--- src/rtl/mii_rx_frame.sv ---
// mii_rx_frame: MII receive-side framer.
// Takes PHY nibbles, strips preamble/SFD, walks the 14-byte MAC header,
// checks the Ethernet FCS and delivers payload bytes, a 24-bit frame id
// (first three payload bytes) and a one-cycle good/bad verdict per frame.
// Build option: define MII_RX_MAC_FILTER_EN to accept only frames addressed
// to STATION_MAC or broadcast. Other frames are dropped silently.
//
// Output protocol: rx_valid is a single-cycle strobe with no ready/backpressure.
// The consumer must take rx_data in the cycle rx_valid is high. Bytes of a
// frame that later ends in frame_bad may already have been delivered, so the
// consumer discards them on frame_bad.
module mii_rx_frame #(
  parameter int unsigned MAX_PAYLOAD = 1500,
  parameter logic [47:0] STATION_MAC = 48'h0000_0000_0001
) (
  input  logic        phy_rxclk,
  input  logic        reset,
  input  logic [3:0]  phy_rxd,
  input  logic        phy_rxdv,
  input  logic        phy_rxer,
  output logic [7:0]  rx_data,
  output logic        rx_valid,
  output logic [23:0] frameid,
  output logic        frame_good,
  output logic        frame_bad,
  output logic        rx_busy,
  output logic [2:0]  dbg_state
);

  typedef enum logic [2:0] {
    S_IDLE = 3'd0,
    S_PRE  = 3'd1,
    S_HDR  = 3'd2,
    S_DATA = 3'd3,
    S_DROP = 3'd4
  } state_t;

  // CRC is kept MSB-first with bits fed LSB-first. Over data plus FCS it
  // leaves this fixed residue.
  localparam logic [31:0] CRC_RESIDUE = 32'hC704_DD7B;
  localparam logic [31:0] CRC_POLY    = 32'h04C1_1DB7;
  // DATA byte k is emitted as payload byte k-4. Emission stops at MAX_PAYLOAD.
  localparam logic [11:0] EMIT_LIMIT  = 12'(MAX_PAYLOAD + 4);
  localparam logic [4:0]  HDR_LAST    = 5'd27;
  localparam logic [10:0] BYTE_SAT    = 11'h7FF;

  state_t          state_q;
  logic [31:0]     crc_q;
  logic [31:0]     crc_d;
  logic [4:0]      hdr_cnt_q;
  logic [10:0]     byte_cnt_q;
  logic            phase_q;
  logic [3:0]      lo_q;
  logic [3:0][7:0] dly_q;
  logic [7:0]      byte_d;
  logic [15:0]     fid_lo_q;
  logic            err_q;
  logic            ovr_q;
  logic            data_bad;

`ifdef MII_RX_MAC_FILTER_EN
  logic [47:0] dst_q;
  logic        dst_ok;
  assign dst_ok = (dst_q == STATION_MAC) || (dst_q == 48'hFFFF_FFFF_FFFF);
`else
  logic unused_station_mac;
  assign unused_station_mac = ^STATION_MAC;
`endif

  // Advance the running CRC by one nibble, least significant bit first
  always_comb begin
    crc_d = crc_q;
    for (int i = 0; i < 4; i++) begin
      if (crc_d[31] ^ phy_rxd[i]) begin
        crc_d = {crc_d[30:0], 1'b0} ^ CRC_POLY;
      end else begin
        crc_d = {crc_d[30:0], 1'b0};
      end
    end
  end

  assign byte_d    = {phy_rxd, lo_q};
  assign data_bad  = phase_q | (byte_cnt_q < 11'd4) | (crc_q != CRC_RESIDUE)
                   | err_q | ovr_q;
  assign rx_busy   = (state_q == S_HDR) || (state_q == S_DATA);
  assign dbg_state = state_q;

  // Frame FSM with header/data counters, CRC, FCS holdback and registered outputs
  always_ff @(posedge phy_rxclk) begin
    if (reset) begin
      state_q    <= S_IDLE;
      crc_q      <= 32'hFFFF_FFFF;
      hdr_cnt_q  <= '0;
      byte_cnt_q <= '0;
      phase_q    <= 1'b0;
      lo_q       <= '0;
      dly_q      <= '0;
      fid_lo_q   <= '0;
      err_q      <= 1'b0;
      ovr_q      <= 1'b0;
      rx_data    <= '0;
      rx_valid   <= 1'b0;
      frameid    <= '0;
      frame_good <= 1'b0;
      frame_bad  <= 1'b0;
`ifdef MII_RX_MAC_FILTER_EN
      dst_q      <= '0;
`endif
    end else begin
      rx_valid   <= 1'b0;
      frame_good <= 1'b0;
      frame_bad  <= 1'b0;
      case (state_q)
        S_IDLE: begin
          crc_q     <= 32'hFFFF_FFFF;
          hdr_cnt_q <= '0;
          err_q     <= 1'b0;
          ovr_q     <= 1'b0;
          if (phy_rxdv) begin
            if (phy_rxd == 4'h5) begin
              state_q <= S_PRE;
              err_q   <= phy_rxer;
            end else begin
              state_q <= S_DROP;
            end
          end
        end

        // At least one preamble nibble has already been seen in IDLE
        S_PRE: begin
          if (!phy_rxdv) begin
            state_q <= S_IDLE;
          end else begin
            if (phy_rxer) err_q <= 1'b1;
            if (phy_rxd == 4'hD) begin
              state_q <= S_HDR;
            end else if (phy_rxd != 4'h5) begin
              state_q <= S_DROP;
            end
          end
        end

        S_HDR: begin
          if (!phy_rxdv) begin
            frame_bad <= 1'b1;
            state_q   <= S_IDLE;
          end else begin
            if (phy_rxer) err_q <= 1'b1;
            crc_q      <= crc_d;
            hdr_cnt_q  <= hdr_cnt_q + 5'd1;
            byte_cnt_q <= '0;
            phase_q    <= 1'b0;
`ifdef MII_RX_MAC_FILTER_EN
            if (hdr_cnt_q < 5'd12) begin
              dst_q[{hdr_cnt_q[3:0], 2'b00} +: 4] <= phy_rxd;
            end
            if (hdr_cnt_q == HDR_LAST) begin
              state_q <= dst_ok ? S_DATA : S_DROP;
            end
`else
            if (hdr_cnt_q == HDR_LAST) begin
              state_q <= S_DATA;
            end
`endif
          end
        end

        S_DATA: begin
          if (!phy_rxdv) begin
            frame_good <= ~data_bad;
            frame_bad  <= data_bad;
            state_q    <= S_IDLE;
          end else begin
            if (phy_rxer) err_q <= 1'b1;
            crc_q <= crc_d;
            if (!phase_q) begin
              lo_q    <= phy_rxd;
              phase_q <= 1'b1;
            end else begin
              phase_q <= 1'b0;
              // The four newest bytes are held back: they may be the FCS
              dly_q   <= {dly_q[2:0], byte_d};
              if (byte_cnt_q != BYTE_SAT) begin
                byte_cnt_q <= byte_cnt_q + 11'd1;
              end
              if (byte_cnt_q >= 11'd4) begin
                if ({1'b0, byte_cnt_q} < EMIT_LIMIT) begin
                  rx_valid <= 1'b1;
                  rx_data  <= dly_q[3];
                  if (byte_cnt_q == 11'd4) fid_lo_q[7:0]  <= dly_q[3];
                  if (byte_cnt_q == 11'd5) fid_lo_q[15:8] <= dly_q[3];
                  if (byte_cnt_q == 11'd6) frameid <= {dly_q[3], fid_lo_q};
                end else begin
                  ovr_q <= 1'b1;
                end
              end
            end
          end
        end

        S_DROP: begin
          if (!phy_rxdv) state_q <= S_IDLE;
        end

        default: state_q <= S_IDLE;
      endcase
    end
  end

endmodule

--- config.mk ---
export PLATFORM = sky130hd
export DESIGN_NAME = mii_rx_frame
export DESIGN_NICKNAME = d
export VERILOG_FILES = /design/src/rtl/mii_rx_frame.sv
export SDC_FILE = /design/constraint.sdc
export NUM_CORES = 1
export LEC_CHECK = 0
export ABC_AREA = 1
export CAP_MARGIN = 20
export CORE_ASPECT_RATIO = 1.1
export CORE_MARGIN = 5
export CORE_UTILIZATION = 33
export CTS_CLUSTER_SIZE = 28
export DETAILED_ROUTE_END_ITERATION = 8
export DONT_BUFFER_PORTS = 1
export PLACE_DENSITY = 0.59
export SLEW_MARGIN = 30
export SYNTH_ARGS = -nofsm -noshare
export SYNTH_HDL_FRONTEND = slang
export SYNTH_SLANG_ARGS = --single-unit
--- constraint.sdc ---
create_clock -name phy_rxclk -period 1.5 [get_ports phy_rxclk]
set_input_delay 0.375 -clock phy_rxclk [delete_from_list [all_inputs] [get_ports phy_rxclk]]
set_output_delay 0.375 -clock phy_rxclk [all_outputs]
set_load 0.01 [all_outputs]
Yosys cells after proc, flatten, opt, wreduce, memory -nomap -nowiden
Cells that the tools add are included.
{"block": "classes", "reduce_logical": 25, "eq_ne": 26, "add_sub_neg": 2, "n_shift": 0, "bitwise_logic": 17, "n_div": 0, "mul": 0, "n_mux": 40, "n_lt_le_gt_ge": 3}
{"cell": "$mux 27", "n": 4}
{"cell": "$pmux 32 s2", "n": 1}
{"cell": "$not 14->14", "n": 4}
{"cell": "$mux 11", "n": 4}
{"cell": "$eq 11x3->1 const B", "n": 3}
{"cell": "$mux 32", "n": 1}
{"cell": "$ne 32x32->1 const B", "n": 1}
{"cell": "$mux 3", "n": 8}
{"cell": "$pmux 11 s2", "n": 1}
{"cell": "$reduce_and 6->1", "n": 3}
{"cell": "$reduce_and 5->1", "n": 3}
{"cell": "$mux 1", "n": 14}
{"cell": "$ne 2x2->1 const B", "n": 6}
{"cell": "$pmux 3 s4", "n": 1}
{"cell": "$reduce_and 3->1", "n": 4}
{"cell": "$add 11x1->11 const B", "n": 1}
{"cell": "$ge 11x3->1 const B", "n": 1}
{"cell": "$lt 11x11->1 const B", "n": 1}
{"cell": "$lt 11x3->1 const B", "n": 1}
{"cell": "$ne 11x11->1 const B", "n": 1}
{"cell": "$ne 2x1->1 const B", "n": 5}
{"cell": "$pmux 5 s2", "n": 1}
{"cell": "$reduce_bool 2->1", "n": 5}
{"cell": "$pmux 1 s2", "n": 4}
{"cell": "21 further kinds", "n": 35}
{"block": "totals", "romBits": 0, "ramBits": 0, "regBits": 141, "latchBits": 0, "mem_count": 0, "output_inout_bits": 39}

Depth between registers and ports, before layout
Gate-level depths: netlist (run 1).
{"block": "depth", "word_depth": 10, "depth_mapped": 11, "depth_no_buf": 11}

Worst setup path after synthesis (run 1)
No wires, ideal clock.
{"block": "synth_path", "path_kind": "register -> register", "start": "reg state_q[0], in the netlist dbg_state[0]", "end": "reg frameid[10]", "arrival_ps": 1415, "period_less_slack_ps": 1531, "path_slack_ps": -31, "n_path_buf": 2, "path_stages_with_launch": 10, "setup_time_ps": 116, "required_ps": 1384, "cell_sequence": "dfxtp_1 -> buf_2 -> nand3_4 -> nor2_4 -> nand2_2 -> nor2_4 -> inv_2 -> buf_2 -> nor2_1 -> nor2_1"}
{"block": "synth_between", "elab_chain_len": 2}
{"element": "start: declaration", "line_no": "47", "text": "state_t state_q;"}
{"element": "start signal: assignment", "line_no": "91", "text": "state_q <= S_IDLE;"}
{"element": "start signal: assignment", "line_no": "121", "text": "state_q <= S_PRE;"}
{"element": "start signal: assignment", "line_no": "124", "text": "state_q <= S_DROP;"}
{"element": "$eq 3x2->1", "line_no": "113", "text": "case (state_q)"}
{"element": "$reduce_and 6->1 (no line)"}
{"element": "end signal: assignment", "line_no": "192", "text": "if (byte_cnt_q == 11'd6) frameid <= {dly_q[3], fid_lo_q};"}
{"element": "end: declaration", "line_no": "23", "text": "output logic [23:0] frameid,"}
Every way passes these cells.
A chain may end at the register's enable or synchronous reset.

Worst setup path in the final report (run 1)
{"block": "layout_path", "start": "reg byte_cnt_q[10]", "end": "reg frameid[18]"}
{"block": "layout_between", "elab_chain_len": 2, "word_cells_on_any_way": 4, "classes_between": "order compare (2); eq/ne (1); reduce/logical (1)"}
{"element": "start: declaration", "line_no": "51", "text": "logic [10:0] byte_cnt_q;"}
{"element": "start signal: assignment", "line_no": "184", "text": "byte_cnt_q <= byte_cnt_q + 11'd1;"}
{"element": "$ge 11x3->1, or another cell as far along", "line_no": "186", "text": "if (byte_cnt_q >= 11'd4) begin"}
{"element": "$reduce_and 6->1 (no line) (*)"}
Every way passes the cells marked *; elsewhere a longest branch is shown, timed or not.

==> results.json, run 1 <==
{
  "wl_per_cell_um": 13.38,
  "path_clk_slew_ns": 0.07,
  "clock_latency_ns": 0.43,
  "synth.most_common_cell": "nand2_1",
  "cts_tree": "yes",
  "cp_cell_sequence": "inv_1 > nand2_1 > nor2_4 > nand2_4 > nor2_4 > buf_12 > clkbuf_16 > o21ai_0 > a21oi_1",
  "layout.nets": 1007,
  "ctsHoldBuffers": 1,
  "yosysWarnings": 0,
  "dpl.hpwl_mm": 10.73,
  "drive_above_1_share_pct": 19.96,
  "overflow": 0,
  "async_flop_share_pct": 0,
  "grt_usage_pct": 14.48,
  "setup_ws_ns": -0.07237,
  "multi_input_area_um2": 3267,
  "fmax_ghz": 0.6360,
  "portBuffers": 0,
  "antenna_found_initial": 0,
  "gp_congestion": 0.8397,
  "wl_mm": 16.78,
  "dieArea_um2": 22320,
  "finalCriticalPeriod_ns": 1.572,
  "syn_to_final_growth_pct": 31.11,
  "syn_area_um2": 6411,
  "synth_edf_count": 0,
  "core_area_um2": 19100,
  "viasPerCell": 4.774,
  "drt-initial-drc-count": 373,
  "ys_ff_latch": 141,
  "syn_nets": 940,
  "drtPass1Iterations": 4,
  "yosysSeqAreaShare_pct": 44.03,
  "relSlewSlack_pct": 60.98,
  "yosysUniqueCellTypes": 31,
  "status": "finished, violations left",
  "diodes": 0,
  "die_h_um": 156.2,
  "htreeDepth": 4,
  "finalClockSkew_ns": 0.009214,
  "syn_avg_cell_area_um2": 6.916,
  "worstMarginPinSlew_ns": 0.5834,
  "yosys.area.top_type_share_pct": 44.03,
  "drv_slew": 0,
  "drcViolationCount": 0,
  "fill_cells": 1921,
  "ant_nets": 0,
  "rsz0062_at_grt": "true",
  "criticalPathCategory": "flip-flop to flip-flop",
  "postSynthCellCount": 927,
  "fin_crit_sh_pct": 104.8,
  "required_ns": 1.87,
  "worst_hold_path_type": "input pin to flip-flop",
  "grt_max_degree": 44,
  "path_common_cell": "nor2_4",
  "critPathMaxStageDelay_ns": 0.31,
  "synthTopCellsByArea": "dfxtp_1 (44%), nand2_1 (11%), o21ai_0 (9.4%)",
  "total_power_uw": 14220,
  "cp_slowest_cell": "dfxtp_1",
  "grt_pass1_vias": 5316,
  "end_kind": "flip-flop",
  "p_leak_uw": 0.003809,
  "fin_util_pct": 44.01,
  "die_width_um": 142.9,
  "numCtsBuffers": 17,
  "cap_violations": 0,
  "setup-violations-final": 22,
  "ir_drop_mv": 0.9451,
  "clockBufferDepth": 2,
  "hold_violations": 0,
  "dpl_worst_slack_ns": -0.05210,
  "io_pins": 47,
  "cts.sinks": 141,
  "grt_pass1_wl_mm": 26.24,
  "worstPathArrival_ns": 1.94,
  "seqCellArea_um2": 2833,
  "powerDensity_nw_per_um2": 1692,
  "synthTopCellsByCount": "nand2_1 (182), nor2_1 (148), dfxtp_1 (141)",
  "root_buffer": "clkbuf_16",
  "ys.flop_type": "dfxtp_1",
  "start_util_pct": 33.57,
  "synth_top_cell_by_area": "dfxtp_1",
  "vias": 5987,
  "rows": 53,
  "failed_checks": "setup timing",
  "start_kind": "flip-flop",
  "crit_fanout": 6
}
## metal layers
| metal | GRT usage [%] | share of wire (%) |
|---|---|---|
| met1 | 18.66 | 46 |
| met2 | 23.19 | 47 |
| met3 | 4.813 | 5.2 |
| met4 | 4.074 | 1.4 |
| met5 | 0 | 0 |
## where the power goes
group | internal, uW | total, uW | leakage (uW) | switching [uW]
clock network | 2270 | 4260 | 0.000300 | 1990
registers | 4100 | 4360 | 0.00115 | 261
logic | 2560 | 5600 | 0.00236 | 3040
total | 8930 | 14200 | 0.00381 | 5290
## worst max-delay path, delay by kind of cell (launching register included)
| kind | cells | cell delay, ns |
|---|---|---|
| flip-flops | 1 | 0.31 |
| buffers and inverters | 3 | 0.46 |
| AND/OR/NAND/NOR | 4 | 0.55 |
| AO/OA/AOI/OAI | 2 | 0.17 |
## layout by cell type, fill, tap and decap left out, types with 14 or more instances in the layout
cell | synthesis | final
o21ai_0 | 120 | 93
buf_12 | 0 | 14
nand2_1 | 182 | 165
nand2_2 | 5 | 16
inv_1 | 85 | 78
dfxtp_1 | 141 | 135
nor2_1 | 148 | 138
clkbuf_16 | 0 | 21
nand3_1 | 62 | 58
o21ai_1 | 3 | 25
a21oi_1 | 68 | 62
buf_4 | 4 | 56
## per-stage QoR
stage | setup TNS [ns] | instances | hold slack, ns | instance area, um^2
after floorplan | 0 | 927 | 0.4404 | 6414
after global placement | -0.06114 | 1197 | 0.4470 | 7168
after detailed placement | -0.2379 | 1197 | 0.4513 | 7168
after CTS | -0.06989 | 1239 | 0.001750 | 7941
after global routing | -4.497 | 1254 | -0.01302 | 8406
final | -0.8439 | 1254 | 0.006492 | 8406
## flip-flops by register name, indices dropped and copies added (netlist names)
register	count
byte_cnt_q	11
crc_q	32
dbg_state	3
dly_q	32
err_q	1
fid_lo_q	16
frame_bad	1
frame_good	1
frameid	24
hdr_cnt_q	5
lo_q	4
ovr_q	1
phase_q	1
rx_data	8
rx_valid	1
## kinds of logic after synthesis
logic type      synth area share, %
fa+ha+maj                    0.9758
xor+xnor                      1.230
buf+inv                       8.470
compound gates                16.96
flops                         44.03
simple gates                  28.34
## path summary, 6_finish.rpt
check	start	to	slack [ns]	depth (start not counted)
worst min-delay path	reset	byte_cnt_q[8]	0.006	1
worst max register to register	byte_cnt_q[10]	frameid[18]	-0.07	9
worst max-delay path	byte_cnt_q[10]	frameid[18]	-0.07	9
worst min register to register	ovr_q	ovr_q	0.47	1
## cell type report
class	count	share of cell area, %
Timing Repair Buffer	91	12.28
Clock buffer	17	5.061
Inverter	90	4.138
Clock inverter	15	2.277
Tap cell	247	3.677
Multi-Input combinational cell	653	38.87
Sequential cell	141	33.70
## what timing repair did
| item | in CTS | in global routing |
|---|---|---|
| gates cloned | 2 | 7 |
| endpoints found under the hold margin | 11 | 1 |
| resized for setup | 10 | 107 |
| pin swaps | 2 | 18 |
| setup endpoints to repair | 46 | 105 |
| setup buffers | 7 | 8 |
(Power assumes the default switching activity.)
==> run 2, diff against run 1 <==
--- a/config.mk
+++ b/config.mk
@@ -13,6 +13,7 @@
 export CTS_CLUSTER_SIZE = 28
 export DETAILED_ROUTE_END_ITERATION = 8
 export DONT_BUFFER_PORTS = 1
+export HOLD_SLACK_MARGIN = 0.12
 export PLACE_DENSITY = 0.59
 export SLEW_MARGIN = 30
 export SYNTH_ARGS = -nofsm -noshare
==> results.json, run 2 (synthesis results as in run 1) <==
{
  "mostFrequentLayoutCells": "nand2_1 (168), nor2_1 (138), dfxtp_1 (135), o21ai_0 (89), inv_1 (78)",
  "clockBufferDepth": 2,
  "min_path_cells": 2,
  "numCtsBuffers": 17,
  "end_kind": "flip-flop",
  "hold_end": "err_q",
  "viasPerCell": 4.764,
  "syn_to_final_growth_pct": 31.07,
  "rsz0062_at_grt": "true",
  "finalCriticalPeriod_ns": 1.566,
  "worst_hold_path_type": "input pin to flip-flop",
  "reg_top3": "crc_q x32, dly_q x32, frameid x24",
  "io_pins": 47,
  "portBuffers": 0,
  "rows": 53,
  "fill_cells": 1925,
  "overflow": 0,
  "clock_latency_ns": 0.43,
  "cts_tree": "yes",
  "drt-initial-drc-count": 393,
  "fin_util_pct": 44.00,
  "antenna_found_initial": 0,
  "r2r_end": "frameid[18]",
  "r2r_start": "byte_cnt_q[10]",
  "dpl_worst_slack_ns": -0.05210,
  "root_buffer": "clkbuf_16",
  "worstMarginPinSlew_ns": 0.6798,
  "wl_per_cell_um": 13.40,
  "worstPathArrival_ns": 1.93,
  "cts.sinks": 141,
  "grt_max_degree": 44,
  "relSlewSlack_pct": 54.53,
  "drv_slew": 0,
  "mostFrequentLayoutCell": "nand2_1",
  "core_area_um2": 19100,
  "dieArea_um2": 22320,
  "die_width_um": 142.9,
  "drcViolationCount": 0,
  "rr_worst_depth": 9,
  "finalClockSkew_ns": 0.009181,
  "placed_cell_area_um2": 7168,
  "ant_nets": 0,
  "grt_pass1_wl_mm": 26.25,
  "setup_ws_ns": -0.06600,
  "crit_fanout": 6,
  "wl_mm": 16.81,
  "vias": 5979,
  "fin_area_um2": 8403,
  "cap_violations": 0,
  "hold_start": "phy_rxer",
  "gp_congestion": 0.8397,
  "dpl.hpwl_mm": 10.73,
  "path_clk_slew_ns": 0.07,
  "htreeDepth": 4,
  "r2r_slack_ns": -0.07,
  "powerDensity_nw_per_um2": 1691,
  "drive_above_1_share_pct": 19.64,
  "start_kind": "flip-flop",
  "die_h_um": 156.2,
  "criticalPathCategory": "flip-flop to flip-flop",
  "required_ns": 1.87,
  "grt_pass1_vias": 5319,
  "start_util_pct": 33.57,
  "diodes": 0,
  "setup-violations-final": 20,
  "grt_usage_pct": 14.48,
  "ir_drop_mv": 0.9452,
  "status": "finished, violations left",
  "failed_checks": "setup timing",
  "drtPass1Iterations": 4,
  "fin_crit_sh_pct": 104.4,
  "hold_violations": 0,
  "layout.nets": 1008,
  "fmax_ghz": 0.6386,
  "p_leak_uw": 0.003812
}
## run 2: changes by cell type in the layout (fill, tap and decap cells not counted), moves of 3 or more
cell / before / now
nand2_1: 165 / 168
o21ai_1: 25 / 28
nand2_2: 16 / 13
o21ai_0: 93 / 89
## run 2: through the flow
stage,setup TNS (ns),cells,total power [uW],hold WS [ns]
after CTS,-0.08948,1240,13380,0.1253
after floorplan,0,927,7172,0.4404
after detailed placement,-0.2379,1197,8694,0.4513
after global routing,-3.953,1255,15060,0.1281
after global placement,-0.06114,1197,8697,0.4470
final,-0.6283,1255,14210,0.1418
## run 2: worst max-delay path, cell delays in order (launching register included)
cell,delay (ns)
dfxtp_1,0.31
inv_1,0.16
nand2_1,0.13
nor2_4,0.14
nand2_4,0.08
nor2_4,0.20
buf_12,0.16
clkbuf_16,0.14
o21ai_0,0.07
a21oi_1,0.11
## run 2: worst max path at each step
stage,from,endpoint,slack (ns),depth (start not counted)
2_1_floorplan,byte_cnt_q[0],byte_cnt_q[0],0.008,9
3_5_place_dp,phy_rxd[2],crc_q[5],-0.05,10
6_report,byte_cnt_q[10],frameid[18],-0.07,9
3_3_place_gp,phy_rxd[2],crc_q[5],-0.05,10
4_1_cts,dbg_state[2],rx_busy,-0.04,3
5_1_grt,byte_cnt_q[2],frameid[11],-0.15,8
## run 2: repair_timing
item,CTS,global route
pin swaps,2,17
hold endpoints to repair,15,0
setup buffers,7,8
resized for setup,10,107
cloned,2,7
hold buffers,2,0
setup endpoints to repair,46,105
## run 2: final cells by class
| cell class | instances | area (um^2) | share of cell area, % |
|---|---|---|---|
| inverter | 90 | 347.8 | 4.139 |
| clock buffer | 17 | 425.4 | 5.063 |
| multi-input combinational | 653 | 3258 | 38.77 |
| timing repair buffer | 92 | 1039 | 12.36 |
| clock inverter | 15 | 191.4 | 2.278 |
| sequential | 141 | 2833 | 33.71 |
| tap | 247 | 309.0 | 3.678 |
## run 2: power by group
group	switching [uW]	leakage, uW	internal [uW]	total [uW]
Clock	2000	0.000300	2270	4270
Combinational	3030	0.00237	2550	5580
Sequential	261	0.00115	4100	4360
Total	5280	0.00381	8920	14200
## run 2: layer usage
metal  GRT usage (%)  part of all wire, %  vias to the layer above
li1                -                    -                     3154
met1           18.68                   46                     2711
met2           23.19                   47                       90
met3           4.813                  5.6                       24
met4           4.074                  1.5                        0
met5               0                    0                        -
==> run 3, diff against run 2 <==
--- a/config.mk
+++ b/config.mk
@@ -5,8 +5,6 @@
 export SDC_FILE = /design/constraint.sdc
 export NUM_CORES = 1
 export LEC_CHECK = 0
-export ABC_AREA = 1
-export CAP_MARGIN = 20
 export CORE_ASPECT_RATIO = 1.1
 export CORE_MARGIN = 5
 export CORE_UTILIZATION = 33
@@ -15,6 +13,7 @@
 export DONT_BUFFER_PORTS = 1
 export HOLD_SLACK_MARGIN = 0.12
 export PLACE_DENSITY = 0.59
+export REMOVE_ABC_BUFFERS = 1
 export SLEW_MARGIN = 30
 export SYNTH_ARGS = -nofsm -noshare
 export SYNTH_HDL_FRONTEND = slang
==> results.json, run 3 <==
{
  "cap_violations": 0,
  "synthTopCellsByArea": "dfxtp_1 (47%), mux2i_1 (9.2%), nand2_1 (9.1%)",
  "synthTopCellsByCount": "nand2_1 (144), dfxtp_1 (141), mux2i_1 (55)",
  "grt_max_degree": 71,
  "failed_checks": "setup timing",
  "synth_top_cell_by_area": "dfxtp_1",
  "cts.sinks": 141,
  "async_flop_share_pct": 0,
  "numCtsBuffers": 17,
  "gp_congestion": 0.8269,
  "p_leak_uw": 0.003382,
  "worstPathArrival_ns": 2.00,
  "synth.most_common_cell": "nand2_1",
  "rsz0062_at_grt": "true",
  "yosysWarnings": 0,
  "hold_end": "dbg_state[2]",
  "start_util_pct": 33.58,
  "syn_to_final_growth_pct": 43.71,
  "hold_violations": 0,
  "drcViolationCount": 0,
  "fin_crit_sh_pct": 112.6,
  "yosysSeqAreaShare_pct": 47.39,
  "end_kind": "flip-flop",
  "dieArea_um2": 20840,
  "core_area_um2": 17740,
  "worst_hold_slack_ns": 0.1418,
  "placed_cell_area_um2": 6895,
  "io_pins": 47,
  "drtPass1Iterations": 5,
  "cts_tree": "yes",
  "required_ns": 1.81,
  "wl_per_cell_um": 16.05,
  "clockBufferDepth": 2,
  "worst_hold_path_type": "input pin to flip-flop",
  "fmax_ghz": 0.5922,
  "portBuffers": 0,
  "relSlewSlack_pct": 75.00,
  "grt_pass1_wl_mm": 25.25,
  "die_h_um": 150.9,
  "drt-initial-drc-count": 294,
  "viasPerCell": 5.024,
  "syn_area_um2": 5957,
  "wl_mm": 16.09,
  "start_kind": "flip-flop",
  "overflow": 0,
  "grt_pass1_vias": 4991,
  "vias": 5034,
  "ys.flop_type": "dfxtp_1",
  "layout.nets": 764,
  "hold_start": "reset",
  "r2r_start": "crc_q[31]",
  "root_buffer": "clkbuf_16",
  "synth_edf_count": 0,
  "finalClockSkew_ns": 0.006217,
  "path_clk_slew_ns": 0.07,
  "status": "finished, violations left",
  "dpl.hpwl_mm": 9.681,
  "rr_worst_depth": 4,
  "worstMarginPinSlew_ns": 0.3700,
  "antenna_found_initial": 0,
  "reg_top3": "crc_q x32, dly_q x32, frameid x24",
  "drive_above_1_share_pct": 34.03,
  "powerDensity_nw_per_um2": 1311,
  "fin_area_um2": 8561,
  "drv_slew": 0,
  "syn_avg_cell_area_um2": 9.352,
  "postSynthCellCount": 637,
  "clock_latency_ns": 0.42,
  "setup-violations-final": 69,
  "mostFrequentLayoutCell": "nand2_1",
  "htreeDepth": 4,
  "mostFrequentLayoutCells": "nand2_1 (140), dfxtp_1 (127), buf_4 (83), mux2i_1 (54), a21oi_1 (38)",
  "ir_drop_mv": 0.8405,
  "r2r_end": "frame_bad",
  "dpl_worst_slack_ns": -0.3494,
  "diodes": 0,
  "ys_ff_latch": 141,
  "yosys.area.top_type_share_pct": 47.39,
  "min_path_cells": 3,
  "setup_ws_ns": -0.1887,
  "criticalPathCategory": "flip-flop to flip-flop",
  "die_width_um": 138.1,
  "rows": 51,
  "fill_cells": 1616,
  "ant_nets": 0,
  "finalCriticalPeriod_ns": 1.689,
  "r2r_slack_ns": -0.19,
  "grt_usage_pct": 14.91,
  "yosysUniqueCellTypes": 57,
  "crit_fanout": 2
}
==> run 3: logic make-up after synthesis <==
group / synth area share [%]
AND/OR/NAND/NOR: 20.54
flip-flops: 47.39
AO/OA/AOI/OAI: 10.82
multiplexers: 9.242
buffers and inverters: 3.382
XOR/XNOR: 7.583
adder cells (fa/ha/maj): 1.050
==> run 3: metal layers <==
layer / vias to the layer above / global-route usage, % / routed length [um]
li1: 2458 / - / -
met5: - / 0 / 0
met4: 0 / 5.830 / 377
met1: 2416 / 16.94 / 6608
met2: 129 / 25.90 / 8168
met3: 31 / 5.178 / 931
==> run 3: where the power goes <==
| part | leakage [uW] | switching, uW | internal [uW] |
|---|---|---|---|
| combinational | 0.00193 | 1330 | 1430 |
| clock | 0.000307 | 1810 | 2690 |
| sequential | 0.00114 | 94.9 | 3860 |
==> run 3: area by class of cell <==
type | count | area, um^2 | area share, %
clock buffer | 17 | 425.4 | 4.969
clock inverter | 15 | 200.2 | 2.338
inverter | 9 | 36.28 | 0.4239
multi-input combinational | 449 | 3462 | 40.44
sequential | 141 | 2845 | 33.24
tap | 238 | 297.8 | 3.479
timing repair buffer | 133 | 1294 | 15.11
==> run 3: what timing repair did <==
action,CTS,global route
buffers inserted,11,13
setup endpoints to repair,134,132
endpoints found under the hold margin,50,0
gates cloned,4,2
gates resized for setup,79,77
hold buffers,8,0
pin swaps,19,29
==> run 3: worst max-delay path by stage <==
stage                             end           from  slack (ns)
after floorplan            frameid[0]   dbg_state[1]       -1.02
after global placement     rx_data[0]  byte_cnt_q[7]       -0.29
after detailed placement   rx_data[6]  byte_cnt_q[7]       -0.35
after CTS                 fid_lo_q[5]  byte_cnt_q[5]       -0.16
after global routing      fid_lo_q[2]  byte_cnt_q[9]       -0.24
final                       frame_bad      crc_q[31]       -0.19
==> run 3: through the flow <==
stage          power [uW]  cells  TNS [ns]  utilization [%]
2_1_floorplan        4947    599    -86.91                -
3_3_place_gp         5639    933    -18.06            38.87
3_5_place_dp         5679    933    -22.80            38.87
4_1_cts             10720    988    -10.49            45.56
5_1_grt             11580   1002    -12.56            48.26
6_report            11220   1002    -7.831            48.26
==> run 3: critical path, stage by stage, from the launching register on <==
cell and delay (ns):
dfxtp_2 0.33, nor4bb_1 0.38, nand4_1 0.16, or4_4 0.51, and3b_1 0.20
